<file path="src/rtl/pipe_hazard_ctrl_pkg.sv">
// Shared definitions for the dual-slot hazard/issue controller:
// state encoding, default register-address width and issue_mask layout.
package pipe_hazard_ctrl_pkg;

  localparam int REG_AW_DEF = 3;

  typedef logic [2:0] state_t;

  // Controller states; kept as plain constants so the debug port value is stable.
  localparam logic [2:0] ST_RUN     = 3'd0;
  localparam logic [2:0] ST_LDSTALL = 3'd1;
  localparam logic [2:0] ST_SPLIT   = 3'd2;
  localparam logic [2:0] ST_MULWAIT = 3'd3;
  localparam logic [2:0] ST_FLUSH   = 3'd4;

  // issue_mask bit positions and the common patterns built from them.
  localparam int ISSUE_SLOT1 = 0;
  localparam int ISSUE_SLOT2 = 1;

  localparam logic [1:0] ISSUE_NONE = 2'b00;
  localparam logic [1:0] ISSUE_S1   = 2'b01;
  localparam logic [1:0] ISSUE_S2   = 2'b10;
  localparam logic [1:0] ISSUE_BOTH = 2'b11;

endpackage

</file>
<file path="src/rtl/pipe_hazard_ctrl_if.sv">
// Bundle of decode-slot, EX-feedback and pipeline-control signals exchanged
// between the front end (master) and the hazard controller (slave).
interface pipe_hazard_ctrl_if
  import pipe_hazard_ctrl_pkg::*;
#(
  parameter int REG_AW = REG_AW_DEF
);

  logic              id1_valid;
  logic [REG_AW-1:0] id1_srca;
  logic [REG_AW-1:0] id1_srcb;
  logic [REG_AW-1:0] id1_dst;
  logic              id1_we;
  logic              id1_mul;

  logic              id2_valid;
  logic [REG_AW-1:0] id2_srca;
  logic [REG_AW-1:0] id2_srcb;
  logic [REG_AW-1:0] id2_dst;
  logic              id2_we;
  logic              id2_mul;

  logic              ex_load_valid;
  logic [REG_AW-1:0] ex_load_dst;
  logic              ex_branch_taken;
  logic              mul_done;

  logic              stall;
  logic              flush;
  logic              pc_hold;
  logic              idex_bubble;
  logic [1:0]        issue_mask;
  logic              mul_start;
  logic              mul_timeout;
  logic [2:0]        ctrl_state;

  modport master (
    output id1_valid, id1_srca, id1_srcb, id1_dst, id1_we, id1_mul,
    output id2_valid, id2_srca, id2_srcb, id2_dst, id2_we, id2_mul,
    output ex_load_valid, ex_load_dst, ex_branch_taken, mul_done,
    input  stall, flush, pc_hold, idex_bubble, issue_mask,
    input  mul_start, mul_timeout, ctrl_state
  );

  modport slave (
    input  id1_valid, id1_srca, id1_srcb, id1_dst, id1_we, id1_mul,
    input  id2_valid, id2_srca, id2_srcb, id2_dst, id2_we, id2_mul,
    input  ex_load_valid, ex_load_dst, ex_branch_taken, mul_done,
    output stall, flush, pc_hold, idex_bubble, issue_mask,
    output mul_start, mul_timeout, ctrl_state
  );

endinterface

</file>
<file path="src/rtl/pipe_hazard_ctrl_hazard_cmp.sv">
// Purely combinational register comparators: load-use hazard against the
// load in EX, and the intra-pair dependency of slot2 on slot1's result.
// Register 0 gets no special treatment.
module pipe_hazard_ctrl_hazard_cmp
  import pipe_hazard_ctrl_pkg::*;
#(
  parameter int REG_AW = REG_AW_DEF
) (
  input  logic              id1_valid,
  input  logic [REG_AW-1:0] id1_srca,
  input  logic [REG_AW-1:0] id1_srcb,
  input  logic [REG_AW-1:0] id1_dst,
  input  logic              id1_we,
  input  logic              id2_valid,
  input  logic [REG_AW-1:0] id2_srca,
  input  logic [REG_AW-1:0] id2_srcb,
  input  logic [REG_AW-1:0] id2_dst,
  input  logic              id2_we,
  input  logic              ex_load_valid,
  input  logic [REG_AW-1:0] ex_load_dst,
  output logic              loaduse,
  output logic              pairdep
);

  logic [1:0]        slot_valid;
  logic [REG_AW-1:0] slot_srca [2];
  logic [REG_AW-1:0] slot_srcb [2];
  logic [1:0]        slot_hit;

  assign slot_valid   = {id2_valid, id1_valid};
  assign slot_srca[0] = id1_srca;
  assign slot_srca[1] = id2_srca;
  assign slot_srcb[0] = id1_srcb;
  assign slot_srcb[1] = id2_srcb;

  // A valid slot reading the register the EX load is about to write must wait.
  genvar gi;
  generate
    for (gi = 0; gi < 2; gi++) begin : g_slot
      assign slot_hit[gi] = slot_valid[gi] &&
                            ((ex_load_dst == slot_srca[gi]) || (ex_load_dst == slot_srcb[gi]));
    end
  endgenerate

  assign loaduse = ex_load_valid && (|slot_hit);

  // Slot2 reads slot1's result (RAW) or overwrites it (WAW): the pair cannot go together.
  assign pairdep = id1_valid && id2_valid && id1_we &&
                   ((id1_dst == id2_srca) || (id1_dst == id2_srcb) ||
                    (id2_we && (id1_dst == id2_dst)));

endmodule

</file>
<file path="src/rtl/pipe_hazard_ctrl.sv">
// Hazard and issue controller for the dual-slot front end. Sequences
// load-use stalls, pair splits, multiplier waits and branch flushes, and
// decides per cycle which decoded slots issue.
module pipe_hazard_ctrl
  import pipe_hazard_ctrl_pkg::*;
#(
  parameter int REG_AW      = REG_AW_DEF,
  parameter int FLUSH_CYC   = 1,
  parameter int MUL_TIMEOUT = 16
) (
  input  logic               clk,
  input  logic               reset,
  pipe_hazard_ctrl_if.slave  bus
);

  // Counter reload for extra flush cycles, and the last allowed MULWAIT count.
  localparam logic [7:0] FLUSH_RELOAD = 8'(FLUSH_CYC - 1);
  localparam logic [7:0] TIMEOUT_LAST = 8'(MUL_TIMEOUT - 1);

  state_t     state_reg, state_next;
  logic [7:0] count_reg, count_next;
  logic       pend2_reg, pend2_next;
  logic       timeout_reg, timeout_next;

  logic       loaduse, pairdep;
  logic       take_branch;
  logic       stall_c, flush_c, hold_c, bubble_c, mul_start_c;
  logic [1:0] mask_c;

  pipe_hazard_ctrl_hazard_cmp #(
    .REG_AW (REG_AW)
  ) u_cmp (
    .id1_valid     (bus.id1_valid),
    .id1_srca      (bus.id1_srca),
    .id1_srcb      (bus.id1_srcb),
    .id1_dst       (bus.id1_dst),
    .id1_we        (bus.id1_we),
    .id2_valid     (bus.id2_valid),
    .id2_srca      (bus.id2_srca),
    .id2_srcb      (bus.id2_srcb),
    .id2_dst       (bus.id2_dst),
    .id2_we        (bus.id2_we),
    .ex_load_valid (bus.ex_load_valid),
    .ex_load_dst   (bus.ex_load_dst),
    .loaduse       (loaduse),
    .pairdep       (pairdep)
  );

  // Next-state and per-cycle control decisions from the current state and ID/EX inputs.
  always_comb begin
    state_next   = state_reg;
    count_next   = count_reg;
    pend2_next   = pend2_reg;
    timeout_next = timeout_reg;
    stall_c      = 1'b0;
    flush_c      = 1'b0;
    hold_c       = 1'b0;
    bubble_c     = 1'b0;
    mul_start_c  = 1'b0;
    mask_c       = ISSUE_NONE;
    mask_c[ISSUE_SLOT1] = bus.id1_valid;
    mask_c[ISSUE_SLOT2] = bus.id2_valid;
    take_branch  = 1'b0;

    case (state_reg)
      ST_RUN, ST_LDSTALL: begin
        // LDSTALL is RUN with the branch and load-use checks suppressed for one cycle.
        if ((state_reg == ST_RUN) && bus.ex_branch_taken) begin
          take_branch = 1'b1;
        end else if ((state_reg == ST_RUN) && loaduse) begin
          stall_c    = 1'b1;
          hold_c     = 1'b1;
          bubble_c   = 1'b1;
          mask_c     = ISSUE_NONE;
          state_next = ST_LDSTALL;
        end else if (bus.id1_valid && bus.id1_mul) begin
          // Slot1 multiply goes alone; a valid slot2 is remembered for a later SPLIT.
          mul_start_c = 1'b1;
          mask_c      = ISSUE_S1;
          pend2_next  = bus.id2_valid;
          stall_c     = 1'b1;
          hold_c      = 1'b1;
          count_next  = 8'd0;
          state_next  = ST_MULWAIT;
        end else if (pairdep) begin
          mask_c     = ISSUE_S1;
          stall_c    = 1'b1;
          hold_c     = 1'b1;
          state_next = ST_SPLIT;
        end else if (bus.id2_valid && bus.id2_mul) begin
          mask_c      = ISSUE_BOTH;
          mul_start_c = 1'b1;
          stall_c     = 1'b1;
          hold_c      = 1'b1;
          pend2_next  = 1'b0;
          count_next  = 8'd0;
          state_next  = ST_MULWAIT;
        end else begin
          state_next = ST_RUN;
        end
      end

      ST_SPLIT: begin
        // Second half of a split pair; a taken branch drops slot2 entirely.
        if (bus.ex_branch_taken) begin
          take_branch = 1'b1;
        end else begin
          mask_c     = bus.id2_valid ? ISSUE_S2 : ISSUE_NONE;
          state_next = ST_RUN;
          if (bus.id2_valid && bus.id2_mul) begin
            mul_start_c = 1'b1;
            stall_c     = 1'b1;
            hold_c      = 1'b1;
            pend2_next  = 1'b0;
            count_next  = 8'd0;
            state_next  = ST_MULWAIT;
          end
        end
      end

      ST_MULWAIT: begin
        // Multiplier owns EX: branches are ignored, exit on done or on timeout.
        stall_c    = 1'b1;
        hold_c     = 1'b1;
        bubble_c   = 1'b1;
        mask_c     = ISSUE_NONE;
        count_next = count_reg + 8'd1;
        if (bus.mul_done || (count_reg == TIMEOUT_LAST)) begin
          if (!bus.mul_done) begin
            timeout_next = 1'b1;
          end
          state_next = pend2_reg ? ST_SPLIT : ST_RUN;
          pend2_next = 1'b0;
        end
      end

      ST_FLUSH: begin
        flush_c  = 1'b1;
        bubble_c = 1'b1;
        mask_c   = ISSUE_NONE;
        if (bus.ex_branch_taken) begin
          take_branch = 1'b1;
        end else begin
          count_next = count_reg - 8'd1;
          if (count_reg <= 8'd1) begin
            state_next = ST_RUN;
          end
        end
      end

      default: begin
        state_next = ST_RUN;
      end
    endcase

    // A taken branch wins over anything chosen above in the states that honour it.
    if (take_branch) begin
      flush_c  = 1'b1;
      bubble_c = 1'b1;
      stall_c  = 1'b0;
      hold_c   = 1'b0;
      mask_c   = ISSUE_NONE;
      if (FLUSH_CYC > 1) begin
        state_next = ST_FLUSH;
        count_next = FLUSH_RELOAD;
      end else begin
        state_next = ST_RUN;
      end
    end
  end

  // Controller state registers; reset drops straight back to RUN.
  always_ff @(posedge clk or negedge reset) begin
    if (!reset) begin
      state_reg   <= ST_RUN;
      count_reg   <= 8'd0;
      pend2_reg   <= 1'b0;
      timeout_reg <= 1'b0;
    end else begin
      state_reg   <= state_next;
      count_reg   <= count_next;
      pend2_reg   <= pend2_next;
      timeout_reg <= timeout_next;
    end
  end

  // Outputs are held at 0 while reset is asserted, so nothing leaks mid-reset.
  assign bus.stall       = reset & stall_c;
  assign bus.flush       = reset & flush_c;
  assign bus.pc_hold     = reset & hold_c;
  assign bus.idex_bubble = reset & bubble_c;
  assign bus.mul_start   = reset & mul_start_c;
  assign bus.mul_timeout = reset & timeout_reg;
  assign bus.issue_mask  = reset ? mask_c : ISSUE_NONE;
  assign bus.ctrl_state  = reset ? state_reg : ST_RUN;

endmodule
</file>
<file path="src/flat_wrapper.sv">
// flat-port wrapper written by rule: the top's interface ports become plain ports
module pipe_hazard_ctrl_flat import pipe_hazard_ctrl_pkg::*;
#(
  parameter int REG_AW      = REG_AW_DEF,
  parameter int FLUSH_CYC   = 1,
  parameter int MUL_TIMEOUT = 16
)
  (clk, reset, bus_id1_valid, bus_id1_srca, bus_id1_srcb, bus_id1_dst, bus_id1_we, bus_id1_mul, bus_id2_valid, bus_id2_srca, bus_id2_srcb, bus_id2_dst, bus_id2_we, bus_id2_mul, bus_ex_load_valid, bus_ex_load_dst, bus_ex_branch_taken, bus_mul_done, bus_stall, bus_flush, bus_pc_hold, bus_idex_bubble, bus_issue_mask, bus_mul_start, bus_mul_timeout, bus_ctrl_state);
  pipe_hazard_ctrl_if #(.REG_AW(REG_AW)) bus_i ();
  input  logic clk;
  input  logic reset;
  input wire logic [$bits(bus_i.id1_valid)-1:0] bus_id1_valid;
  input wire logic [$bits(bus_i.id1_srca)-1:0] bus_id1_srca;
  input wire logic [$bits(bus_i.id1_srcb)-1:0] bus_id1_srcb;
  input wire logic [$bits(bus_i.id1_dst)-1:0] bus_id1_dst;
  input wire logic [$bits(bus_i.id1_we)-1:0] bus_id1_we;
  input wire logic [$bits(bus_i.id1_mul)-1:0] bus_id1_mul;
  input wire logic [$bits(bus_i.id2_valid)-1:0] bus_id2_valid;
  input wire logic [$bits(bus_i.id2_srca)-1:0] bus_id2_srca;
  input wire logic [$bits(bus_i.id2_srcb)-1:0] bus_id2_srcb;
  input wire logic [$bits(bus_i.id2_dst)-1:0] bus_id2_dst;
  input wire logic [$bits(bus_i.id2_we)-1:0] bus_id2_we;
  input wire logic [$bits(bus_i.id2_mul)-1:0] bus_id2_mul;
  input wire logic [$bits(bus_i.ex_load_valid)-1:0] bus_ex_load_valid;
  input wire logic [$bits(bus_i.ex_load_dst)-1:0] bus_ex_load_dst;
  input wire logic [$bits(bus_i.ex_branch_taken)-1:0] bus_ex_branch_taken;
  input wire logic [$bits(bus_i.mul_done)-1:0] bus_mul_done;
  output wire logic [$bits(bus_i.stall)-1:0] bus_stall;
  output wire logic [$bits(bus_i.flush)-1:0] bus_flush;
  output wire logic [$bits(bus_i.pc_hold)-1:0] bus_pc_hold;
  output wire logic [$bits(bus_i.idex_bubble)-1:0] bus_idex_bubble;
  output wire logic [$bits(bus_i.issue_mask)-1:0] bus_issue_mask;
  output wire logic [$bits(bus_i.mul_start)-1:0] bus_mul_start;
  output wire logic [$bits(bus_i.mul_timeout)-1:0] bus_mul_timeout;
  output wire logic [$bits(bus_i.ctrl_state)-1:0] bus_ctrl_state;
  assign bus_i.id1_valid = bus_id1_valid;
  assign bus_i.id1_srca = bus_id1_srca;
  assign bus_i.id1_srcb = bus_id1_srcb;
  assign bus_i.id1_dst = bus_id1_dst;
  assign bus_i.id1_we = bus_id1_we;
  assign bus_i.id1_mul = bus_id1_mul;
  assign bus_i.id2_valid = bus_id2_valid;
  assign bus_i.id2_srca = bus_id2_srca;
  assign bus_i.id2_srcb = bus_id2_srcb;
  assign bus_i.id2_dst = bus_id2_dst;
  assign bus_i.id2_we = bus_id2_we;
  assign bus_i.id2_mul = bus_id2_mul;
  assign bus_i.ex_load_valid = bus_ex_load_valid;
  assign bus_i.ex_load_dst = bus_ex_load_dst;
  assign bus_i.ex_branch_taken = bus_ex_branch_taken;
  assign bus_i.mul_done = bus_mul_done;
  assign bus_stall = bus_i.stall;
  assign bus_flush = bus_i.flush;
  assign bus_pc_hold = bus_i.pc_hold;
  assign bus_idex_bubble = bus_i.idex_bubble;
  assign bus_issue_mask = bus_i.issue_mask;
  assign bus_mul_start = bus_i.mul_start;
  assign bus_mul_timeout = bus_i.mul_timeout;
  assign bus_ctrl_state = bus_i.ctrl_state;
  pipe_hazard_ctrl #(.REG_AW(REG_AW), .FLUSH_CYC(FLUSH_CYC), .MUL_TIMEOUT(MUL_TIMEOUT)) u_core (.clk(clk), .reset(reset), .bus(bus_i));
endmodule
</file>
<file path="config.mk">
export PLATFORM = sky130hd
export DESIGN_NAME = pipe_hazard_ctrl_flat
export DESIGN_NICKNAME = d
export VERILOG_FILES = /design/src/rtl/pipe_hazard_ctrl_pkg.sv /design/src/rtl/pipe_hazard_ctrl_if.sv /design/src/rtl/pipe_hazard_ctrl_hazard_cmp.sv /design/src/rtl/pipe_hazard_ctrl.sv /design/src/flat_wrapper.sv
export SDC_FILE = /design/constraint.sdc
export NUM_CORES = 1
export LEC_CHECK = 0
export CAP_MARGIN = 20
export CORE_ASPECT_RATIO = 0.7
export CORE_UTILIZATION = 40
export DETAILED_ROUTE_END_ITERATION = 12
export PLACE_DENSITY = 0.76
export SYNTH_ARGS = -nofsm -noshare
export SYNTH_HDL_FRONTEND = slang
export SYNTH_SLANG_ARGS = --single-unit
</file>
<file path="constraint.sdc">
create_clock -name clk -period 1.6 [get_ports clk]
set_input_delay 0.32 -clock clk [delete_from_list [all_inputs] [get_ports clk]]
set_output_delay 0.32 -clock clk [all_outputs]
set_load 0.01 [all_outputs]
</file>
---- Word level (Yosys, flattened, before mapping) ----
Index checks and enable logic that the tools add are counted.
operators by class
  magnitude comparators ................... 1
  bitwise logic cells ..................... 6
  add/sub/neg operators ................... 2
  eq/ne operators ......................... 23
  mux-type cells .......................... 61
  reductions and logical operators ........ 27
operators by type and width
  kind                                                                              number
  8-bit 2-to-1 mux                                                                  7
  8-bit case mux with 4 select lines                                                1
  3-bit 2-to-1 mux                                                                  10
  1-bit 2-to-1 mux                                                                  25
  2-bit 2-to-1 mux                                                                  11
  3-bit == test                                                                     7
  3-bit case mux with 4 select lines                                                1
  6-bit AND reduction                                                               2
  1-bit logical AND                                                                 11
  3-bit by 2-bit inequality test with 1-bit output, second input constant           3
  8-bit by 1-bit adder with 8-bit output, second input constant                     1
  8-bit by 4-bit == test with 1-bit output, second input constant                   1
  8-bit by 1-bit less-or-equal comparator with 1-bit output, second input constant  1
  2-bit inequality test, second input constant                                      4
  2-bit OR reduction                                                                4
  8-bit by 1-bit subtractor with 8-bit output, second input constant                1
  3-bit by 2-bit == test with 1-bit output, second input constant                   2
  3-bit by 1-bit inequality test with 1-bit output, second input constant           2
  1-bit case mux with 2 select lines                                                3
  1-bit case mux with 3 select lines                                                2
  2-bit case mux with 3 select lines                                                1
  1-bit bitwise AND                                                                 5
  1-bit logical OR                                                                  5
  5-bit AND reduction                                                               1
  9 further kinds                                                                   9
word-level totals
  flip-flop bits (word level) ............. 13
  word-level logic and storage cells ...... 124
  output and inout bits ................... 11
  input bits .............................. 32

---- Depth between registers and ports, before layout ----
Gate-level depths: netlist of run 1.
  word-level depth ........................ 11
  depth in mapped cells ................... 8
  depth with buffers taken out ............ 7

---- Cells and area by module ----
A second synthesis of run 1 with hierarchy kept.
unflattened totals
  cell total of the unflattened synthesis .. 139
  area total of the unflattened synthesis .. 1152.4 um^2
modules (own cells, without submodules)
  module                       sequential area each (um^2)  cells each  area an instance (um^2)  times used
  pipe_hazard_ctrl             300.3                        103         892.1                    1
  pipe_hazard_ctrl_hazard_cmp  0.0                          36          260.2                    1

---- Worst setup path before layout of run 1 ----
Ideal clock, no wire load.
  path type ............................... input -> output
  start ................................... input bus_id1_dst[1]
  end ..................................... output bus_stall
  stages .................................. 6
  path slack .............................. -0.266 ns
  arrival time ............................ 1.546 ns
  path buffers ............................ 1
  data required time ...................... 1.280 ns
  path through ............................ xor2_1 -> o311ai_2 -> nand4_1 -> and3_1 -> a21oi_1 -> buf_4
between the ends
  longest elaborated chain between the ends .. 11
  elaborated cells between the ends (all ways) .. 14
  those cells by class .................... 3 x eq/ne; 6 x mux; 1 x bitwise; 4 x reduce/logical
RTL lines
  item                                                   RTL line                                                              source
  start: declaration                                     flat_wrapper.sv:15                                                    input wire logic [$bits(bus_i.id1_dst)-1:0] bus_id1_dst;
  3-bit == test (on tied branches)                       pipe_hazard_ctrl_hazard_cmp.sv:49, pipe_hazard_ctrl_hazard_cmp.sv:50
  1-bit logical OR or 1-bit logical AND (tied branches)  pipe_hazard_ctrl_hazard_cmp.sv:49, pipe_hazard_ctrl_hazard_cmp.sv:50
  1-bit logical OR *                                     pipe_hazard_ctrl_hazard_cmp.sv:49                                     ((id1_dst == id2_srca) || (id1_dst == id2_srcb) ||
  1-bit logical AND *                                    pipe_hazard_ctrl_hazard_cmp.sv:48                                     assign pairdep = id1_valid && id2_valid && id1_we &&
  1-bit 2-to-1 mux * (4 in series)                       -
  1-bit case mux with 3 select lines *                   -
  1-bit 2-to-1 mux *                                     -
  1-bit bitwise AND *                                    -
  end: declaration                                       flat_wrapper.sv:28                                                    output wire logic [$bits(bus_i.stall)-1:0] bus_stall;
Every way passes the cells marked *; elsewhere a longest branch is shown, timed or not.

---- Worst setup path in the final report of run 1 ----
  start ................................... input bus_id2_srcb[1]
  end ..................................... output bus_pc_hold
between the ends
  longest elaborated chain between the ends .. 11
  elaborated cells between the ends (all ways) .. 17
  those cells by class .................... 2 x eq/ne; 6 x mux; 1 x bitwise; 8 x reduce/logical
RTL lines
  item                                                     RTL line                                                              source
  start: declaration                                       flat_wrapper.sv:20                                                    input wire logic [$bits(bus_i.id2_srcb)-1:0] bus_id2_srcb;
  3-bit == test (on tied branches)                         pipe_hazard_ctrl_hazard_cmp.sv:49, pipe_hazard_ctrl_hazard_cmp.sv:41
  1-bit logical OR (on tied branches)                      pipe_hazard_ctrl_hazard_cmp.sv:49, pipe_hazard_ctrl_hazard_cmp.sv:41
  1-bit logical OR or 1-bit logical AND (tied branches)    pipe_hazard_ctrl_hazard_cmp.sv:49, pipe_hazard_ctrl_hazard_cmp.sv:40
  1-bit logical AND or 2-bit OR reduction (tied branches)  pipe_hazard_ctrl_hazard_cmp.sv:48, pipe_hazard_ctrl_hazard_cmp.sv:45
  1-bit 2-to-1 mux or 1-bit logical AND (tied branches)    pipe_hazard_ctrl.sv:85, pipe_hazard_ctrl_hazard_cmp.sv:45
  1-bit 2-to-1 mux or 1-bit logical AND (tied branches)    pipe_hazard_ctrl.sv:76, pipe_hazard_ctrl.sv:70
  1-bit 2-to-1 mux *                                       pipe_hazard_ctrl.sv:70                                                end else if ((state_reg == ST_RUN) && loaduse) begin
  1-bit 2-to-1 mux *                                       pipe_hazard_ctrl.sv:68                                                if ((state_reg == ST_RUN) && bus.ex_branch_taken) begin
  1-bit case mux with 3 select lines *                     pipe_hazard_ctrl.sv:65                                                case (state_reg)
  1-bit 2-to-1 mux *                                       pipe_hazard_ctrl.sv:157                                               if (take_branch) begin
  1-bit bitwise AND *                                      pipe_hazard_ctrl.sv:190                                               assign bus.pc_hold = reset & hold_c;
  end: declaration                                         flat_wrapper.sv:30                                                    output wire logic [$bits(bus_i.pc_hold)-1:0] bus_pc_hold;
Marked as above.

==> metrics, run 1 <==
Ant. Diodes 0; Finish-stage setup viols 17; # fillers approximately 180; top cells by count, synth xnor2_1 (18), nor2_1 (13), dfrtp_1 (12); top post-synthesis cells by area dfrtp_1 (26%), xnor2_1 (13%), a31oi_4 (5.5%), a21oi_1 (4.3%), nor2_1 (4.2%); max-slew violations 0; clk buf depth 2; P&R area growth vs syn 76.7%; leading area contributor after synthesis dfrtp_1; cts bufs inserted 3; Synth Area in Adders 1.07%; RR Endpoint u_core.count_reg[6]; Tot GR Track Use about 28%; CP max FO 2; Reg clk slew, reported paths about 0.050 ns; PD cells around 950 mW/mm2; FF+latch count, synth 12; Routed WL ~4700 um; Die ar. 0.00315 mm2; wire length per cell about 19 um; Register Area about 300 um2; DR iter-0 viols ~140; Unique masters post-synth 44; Die Height 47.2 um; Critical Path Start Type primary input; Critical Path Sink Type primary output; Finished Core Util around 74%; Port Buffers between 40 and 50; largest family of logic cells by synthesized area compound AO/OA/AOI/OAI gates; Compound-Gate Fraction of Synth Area 27.7%; max-cap viol count 0; Pwr Total between 1.5 and 2 mW; vias per inst ~5.9; First-pass DRT Iterations 4; CTS tree yes; Starting Density between 40 and 50%; cts hold-fix bufs 0; global placer's final weighted congestion roughly 0.84; clk sink count 12; Worst path top cell family by delay compound AO/OA/AOI/OAI gates; Main synth FF type dfrtp_1; row cnt 16; CP Buf/Inv Count 3; failing checks negative setup slack; sequential element share of the synthesized area around 26%; unrepaired setup endpoints after global routing true; xor/xnor cell area share of the yosys netlist approximately 16%; H-tree lvl count 1; largest net degree at the start of global routing 11; Post-Syn Instances between 100 and 150; VDD IR max ~0.00076 V; reg-to-reg startpoint u_core.state_reg[1]; clk_lat worst skew between 0.2 and 0.3 ns; Mapped Nets 173; max FFs per register 8; first-pass GRT wire length about 6400 um; P_leak roughly 0.91 nW; DRC 0; Post-synth ARST share 100%; CP cell instances buf_8 -> xor2_4 -> o311ai_4 -> nand4_1 -> buf_4 -> and3_4 -> a21oi_4 -> buf_6; worst reg2reg path depth 7; final hold violation count 0; core area ~0.0028 mm2; mux cell area share after synthesis 0%; syn avg cell area roughly 8.4 um2; CP max-delay cell o311ai_4; vias in the first global route around 1,300; mapped cell area 0.00117 mm2; multi-input logic area ~0.0010 mm2; status complete, but fails checks; Worst EP required about 1.3 ns; share of cells above drive strength 1 a little over half; die width about 67 um; gr ovfl total 0; nets 246; I/O pins 43; largest stage delay on the critical path 0.31 ns; f_max 0.483 GHz; number of enable flip-flop cells after synthesis 0; Worst Path Class, Setup primary input to primary output; Clock Skew ~0.0037 ns; Yosys top cell area share between 20% and 30%; initial antenna violation count 0; Ys Warns 0; Final period util 129%; Post-Synth Simple-Gate Area between 20% and 30%; final worst slack -0.472 ns; Vias 1,450; HP Class primary input to asynchronous set/reset pin; DRT antenna net count 0; Tmin final around 2.1 ns; CP arrival about 1.8 ns; CTS root buf clkbuf_8; worst reg-to-reg setup slack -0.14 ns; Detailed Place HPWL 2820 um; count leader, synth xnor2_1
power by group:
part,internal [mW],switching (mW)
Clock,0.166,0.110
Combinational,0.571,0.610
Sequential,0.416,0.0936
Total,1.15,0.813
cells by family (layout without fill, tap and decap cells):
kind of cell | after synthesis | after routing
simple gates | 54 | 54
other cells | 1 | 1
buf+inv | 14 | 84
xor+xnor | 21 | 21
fa+ha+maj | 1 | 1
compound gates | 37 | 38
flops | 12 | 12
through the flow:
step | hold slack [ns] | cells | worst slack, ns | setup TNS (ns) | cell area, um2
2_1_floorplan | 0.0244 | 140 | -0.181 | -0.408 | 1230
3_3_place_gp | 0.441 | 236 | -1.14 | -15.73 | 1830
3_5_place_dp | 0.444 | 236 | -1.20 | -16.55 | 1830
4_1_cts | 0.123 | 244 | -0.405 | -3.12 | 1980
5_1_grt | 0.0426 | 247 | -0.516 | -4.78 | 2070
6_report | 0.0491 | 247 | -0.472 | -4.01 | 2070
worst register-to-register path: stages (launching register included):
cell and delay, ns:
dfrtp_1 0.37, buf_4 0.16, buf_8 0.15, nand2_1 0.11, buf_4 0.19, o211ai_1 0.17, o311a_4 0.37, a31oi_4 0.10
worst max-delay path by stage:
| stage | startpoint | cells past startpoint | slack, ns | to |
|---|---|---|---|---|
| 6_report | bus_id2_srcb[1] | 8 | -0.47 | bus_pc_hold |
| 3_3_place_gp | bus_ex_load_dst[0] | 8 | -1.14 | bus_mul_start |
| 5_1_grt | bus_id2_srcb[1] | 8 | -0.52 | bus_pc_hold |
| 4_1_cts | u_core.state_reg[1] | 7 | -0.41 | bus_mul_start |
| 2_1_floorplan | bus_id1_dst[1] | 6 | -0.18 | bus_stall |
| 3_5_place_dp | bus_id1_dst[0] | 7 | -1.20 | bus_pc_hold |
cells in the final DEF (no fill, tap or decap), types with 2 or more instances in the layout:
cell type and count:
buf_4 37, xnor2_1 13, buf_2 12, dfrtp_1 12, nand2_1 10, buf_6 9, nor2_1 8, dlygate4sd2_1 8
nand3_1 6, a21oi_1 6, xnor2_2 5, nand3_2 5, and2_1 5, inv_1 4, a31oi_4 4, a21oi_2 4
a21oi_4 3, nor2_4 3, and3_1 3, o21a_1 3, clkbuf_8 3, clkdlybuf4s50_1 3, clkbuf_2 3, buf_8 3
nor2_2 2, o21ai_2 2, xor2_2 2, nand4_1 2, o21ai_0 2, o311a_4 2
layer usage:
layer / track usage (%) / share of wire [%]
met4: 7.66 / 3.8
met1: 37.5 / 43
met2: 47.1 / 45
met3: 7.04 / 8.1
met5: 0 / 0
final cells by class:
cell class                 instances  share of cell area, %
inverter                           4                  0.726
clock buffer                       3                   2.00
multi-input combinational        115                   50.5
timing repair buffer              77                   30.0
sequential                        12                   14.5
tap                               36                   2.18
what timing repair did:
item	4_1_cts	5_1_grt
cloned	1	0
setup buffers	5	4
gates resized for setup	154	26
endpoints found under the setup margin	21	20
pin swaps	39	16
hold endpoints to repair	0	0
No activity file was read; power rests on OpenSTA's default activity.
==> run 2: changes to the inputs <==
--- a/config.mk
+++ b/config.mk
@@ -9,7 +9,9 @@
 export CORE_ASPECT_RATIO = 0.7
 export CORE_UTILIZATION = 40
 export DETAILED_ROUTE_END_ITERATION = 12
+export HOLD_SLACK_MARGIN = 0.06
 export PLACE_DENSITY = 0.76
+export SLEW_MARGIN = 25
 export SYNTH_ARGS = -nofsm -noshare
 export SYNTH_HDL_FRONTEND = slang
 export SYNTH_SLANG_ARGS = --single-unit
==> run 2 against run 1 <==
The flow still finishes with violations (negative setup slack). Maximum frequency grew 1.3%. First-iteration DRC count shrank 3.7%. Critical endpoint unchanged. Clock power is essentially flat. Sequential share of layout area shrank 0.14 points. Count of clock-buffer cells in the layout is the same. Register-to-register slack is essentially flat. Wire length shrank 1.4%. Die area is the same. Cell area grew 0.97%.
==> metrics, run 2 (synthesis gave the netlist of run 1 again) <==
Final period util 128%; Tot GR Track Use between 20% and 30%; DR iter-0 viols 130; Internal around 1.2 mW; Ant. Diodes 0; clock power share approximately 14%; vias per inst approximately 5.8; gr ovfl total 0; Worst Path Class, Setup primary input to primary output; leading cell type in the layout, fill and taps excluded buf_4; CP max FO 2; Tmin final a little over 2 ns; Comb pwr share around 60%; clk sink count 12; CP max-delay cell o311ai_4; first-pass GRT wire length between 6000 and 7000 um; Starting Density a little over two fifths; WL met2 around 2200 um; Routed WL between 4000 and 5000 um; wire length per cell 18.6 um; worst reg2reg path depth 7; max FFs per register 8; vias in the first global route approximately 1,300; I/O pins 43; CTS root buf clkbuf_8; CP arrival around 1.7 ns; HP Class primary input to asynchronous set/reset pin; P&R area growth vs syn 78.4%; CP cell instances buf_8 -> xor2_4 -> o311ai_4 -> nand4_1 -> buf_4 -> and3_4 -> a21oi_4 -> buf_6; WP depth 8; unrepaired setup endpoints after global routing true; Finish-stage setup viols 16; Finished Core Util 75.0%; clk_lat worst skew approximately 0.24 ns; Switch Pwr between 0.8 and 0.9 mW; final worst slack -0.446 ns; Sequential Power Share between 20% and 30%; Switching Fraction between 40 and 50%; share of cells above drive strength 1 around 53%; CP Buf/Inv Count 3; Port Buffers between 40 and 50; max-slew violations 0; VDD IR max about 0.00076 V; DRC 0; nets roughly 250; P_leak around 0.9 nW; DRT antenna net count 0; Worst path top cell family by delay compound AO/OA/AOI/OAI gates; met3 wire length approximately 330 um; metal1 wirelength 1980 um; Critical Path Sink Type primary output; setup TNS -3.60 ns; largest net degree at the start of global routing 11; H-tree lvl count 1; First-pass DRT Iterations 4; Die ar. roughly 0.0031 mm2; status complete, but fails checks; Detailed Place HPWL approximately 2800 um; f_max between 0.4 and 0.5 GHz; Critical Path Start Type primary input; die width around 67 um; largest stage delay on the critical path slightly above 0.3 ns; clk buf depth 2; cts bufs inserted 3; Die Height 47.2 um; commonest non-fill, non-tap cells in the layout buf_4 (37), xnor2_1 (13), buf_2 (12), dfrtp_1 (12), nand2_1 (10); final hold violation count 0; core area around 0.0028 mm2; uppermost routed layer met4; PD cells around 940 mW/mm2; Post-Place Setup Slack -1.20 ns; failing checks negative setup slack; global placer's final weighted congestion 0.839; row cnt 16; max-cap viol count 0; Worst EP required 1.28 ns; Vias between 1,000 and 1,500; initial antenna violation count 0; Clock Skew around 0.0044 ns; CTS tree yes; Reg clk slew, reported paths 0.05 ns
==> run 2: cell types whose count changed in the layout (fill, tap and decap cells not counted), sizes merged <==
cell / previous run / this run
dlygate4sd3: 0 / 2
==> run 2: final cells by class <==
cell class                      count  area, um2
Multi-Input combinational cell    115       1040
Tap cell                           36       45.0
Fill cell                         174        696
Sequential cell                    12        300
Clock buffer                        3       41.3
Inverter                            4       15.0
Timing Repair Buffer               79        641
==> run 2: final timing paths <==
path,startpoint,slack [ns],end
setup / recovery,bus_id2_srcb[1],-0.45,bus_pc_hold
hold / removal,reset,0.15,u_core.state_reg[0]
setup reg to reg,u_core.state_reg[1],-0.13,u_core.count_reg[6]
hold reg to reg,u_core.timeout_reg,0.47,u_core.timeout_reg
max in group asynchronous,reset,0.78,u_core.count_reg[4]
min in group clk,u_core.timeout_reg,0.47,u_core.timeout_reg
==> run 2: per-layer routing <==
layer  track usage [%]  up-vias
li1                  -      645
met1              37.5      711
met2              47.1       64
met3              7.04       16
met4              7.66        0
met5                 0        -
==> run 2: power groups by stage <==
| stage | registers, mW | logic [mW] | clock network (mW) |
|---|---|---|---|
| final | 0.509 | 1.18 | 0.274 |
| after global routing | 0.525 | 1.25 | 0.302 |
| after CTS | 0.502 | 1.06 | 0.285 |
| after detailed placement | 0.504 | 0.985 | 0 |
| after global placement | 0.489 | 0.949 | 0 |
| after floorplan | 0.519 | 0.537 | 0 |
==> run 2: through the flow <==
stage	instance area, um2	std cells	hold slack (ns)	power (mW)
final	2090	249	0.147	1.97
after global routing	2090	249	0.151	2.08
after CTS	1980	244	0.123	1.85
after detailed placement	1830	236	0.444	1.49
after global placement	1830	236	0.441	1.44
after floorplan	1230	140	0.0244	1.06
==> run 2: tightest hold or removal path, stage by stage <==
cell   delay [ns]
buf_2        0.15
buf_4        0.14
buf_4        0.11
==> run 2: timing repair <==
item	CTS	global route
hold buffers	0	2
resized for setup	154	26
hold endpoints to repair	0	4
setup endpoints to repair	21	20
setup buffers	5	4
pin swaps	39	16
cloned	1	0
==> run 3: changes to the inputs <==
--- a/config.mk
+++ b/config.mk
@@ -10,7 +10,7 @@
 export CORE_UTILIZATION = 40
 export DETAILED_ROUTE_END_ITERATION = 12
 export HOLD_SLACK_MARGIN = 0.06
-export PLACE_DENSITY = 0.76
+export PLACE_DENSITY = 0.86
 export SLEW_MARGIN = 25
 export SYNTH_ARGS = -nofsm -noshare
 export SYNTH_HDL_FRONTEND = slang
==> run 3 against run 2 <==
Utilization fell by 4.1 points. Maximum frequency is 2.6% higher. First-iteration DRC count down 32%. Worst hold slack worse by 0.051 ns. Clock power rose by 20%. Critical path type is now register to primary output. Combinational power hardly changed. Register-to-register slack barely moved. The flow finishes with violations (design-rule violations, negative setup slack). Critical endpoint is now bus_mul_start. Wire length fell by 1.4%.
==> metrics, run 3 (synthesis gave the netlist of run 1 again) <==
max-slew violations 0; core area 0.00278 mm2; Hold WS 0.0962 ns; placed cells about 230; CTS root buf clkbuf_8; Vias roughly 1,500; Final period util 125%; commonest non-fill, non-tap cells in the layout buf_4 (29), buf_2 (20), xnor2_1 (14); worst reg-to-reg setup slack -0.12 ns; leading cell type in the layout, fill and taps excluded buf_4; die width between 60 and 70 um; P_leak ~0.87 nW; final instance area ~0.0020 mm2; largest net degree at the start of global routing 11; fin cells around 240; clk_lat worst skew about 0.24 ns; final worst slack -0.394 ns; vias in the first global route between 1,000 and 1,500; cts bufs inserted 3; clk sink count 12; H-tree lvl count 1; unrepaired setup endpoints after global routing true; DRC 2; Starting Density 42.0%; HP Class primary input to asynchronous set/reset pin; Port Buffers 41; max FFs per register 8; CTS tree yes; Tot GR Track Use 28.3%; reg-to-reg startpoint u_core.state_reg[1]; Die ar. around 0.0031 mm2; share of cells above drive strength 1 49.5%; status complete, but fails checks; PD cells around 1000 mW/mm2; failing checks design-rule violations, negative setup slack; Ant. Diodes 0; Finish-stage setup viols 15; CP arrival 1.67 ns; max-cap viol count 0; Clock Skew 0.000679 ns; worst reg2reg path depth 7; Worst Path Class, Setup register to primary output; vias per inst ~6; Pwr Total 1.98 mW; placed inst area between 0.0015 and 0.002 mm2; VDD IR max about 0.0008 V; DRT antenna net count 0; final hold violation count 0; Routed WL ~4600 um; clk buf depth 2; Detailed Place HPWL between 2000 and 3000 um; P&R area growth vs syn 68.6%; Finished Core Util a little under three quarters; CP max FO 4; f_max 0.502 GHz; First-pass DRT Iterations 8; initial antenna violation count 0; I/O pins 43; row cnt 16; Die Height approximately 47 um; wire length per cell 18.9 um; Post-Place Setup Slack -1.22 ns; DR iter-0 viols 88; setup TNS -3.78 ns; Worst EP required 1.28 ns; nets 240; Reg clk slew, reported paths 0.05 ns; global placer's final weighted congestion between 0.8 and 0.9; Critical Path Start Type register; Tmin final 1.99 ns; RR Endpoint u_core.count_reg[6]; Critical Path Sink Type primary output; gr ovfl total 0; # fillers around 170; first-pass GRT wire length between 6000 and 7000 um
==> run 3: worst max-delay path, cell delays in order, from the launching register on <==
cell and delay [ns]:
dfrtp_1 0.41, buf_4 0.17, o41a_1 0.44, o22a_2 0.23
nor2_4 0.09, buf_6 0.10
==> run 3: area by class of cell <==
class	count	area [um2]	area share (%)
clock buffer	4	55.1	2.79
inverter	4	15.0	0.761
multi-input combinational	115	1010	51.1
sequential	12	300	15.2
tap	36	45.0	2.28
timing repair buffer	71	549	27.9
==> run 3: power breakdown <==
group          leakage (nW)  internal (mW)  total (mW)  switching [mW]
clock network        0.0288          0.217       0.328           0.111
registers             0.159          0.416       0.508          0.0926
logic                 0.683          0.543        1.15           0.606
total                 0.871           1.18        1.98           0.809
==> run 3: per-layer routing <==
layer  track usage, %  up-vias  routed length [um]
li1                 -      637                   -
met1             34.2      686                1820
met2             42.8      100                2100
met3             10.2       27                 410
met4             20.0        0                 239
met5                0        -                   0
==> run 3: worst max path at each step <==
stage | start | endpoint | slack [ns] | depth (start not counted)
floorplan | bus_id1_dst[1] | bus_stall | -0.18 | 6
global placement | bus_ex_load_dst[0] | bus_mul_start | -1.13 | 8
detailed placement | bus_ex_load_dst[2] | bus_mul_start | -1.22 | 8
CTS | u_core.state_reg[0] | bus_mul_start | -0.43 | 7
global route | u_core.state_reg[1] | bus_mul_start | -0.46 | 7
finish | u_core.state_reg[1] | bus_mul_start | -0.39 | 5
==> run 3: repair_timing <==
action,in CTS,in global routing
setup endpoints to repair,21,18
pin swaps,30,18
buffers inserted,2,2
endpoints found under the hold margin,6,0
hold buffers,1,0
gates cloned,0,1
gates resized for setup,146,22
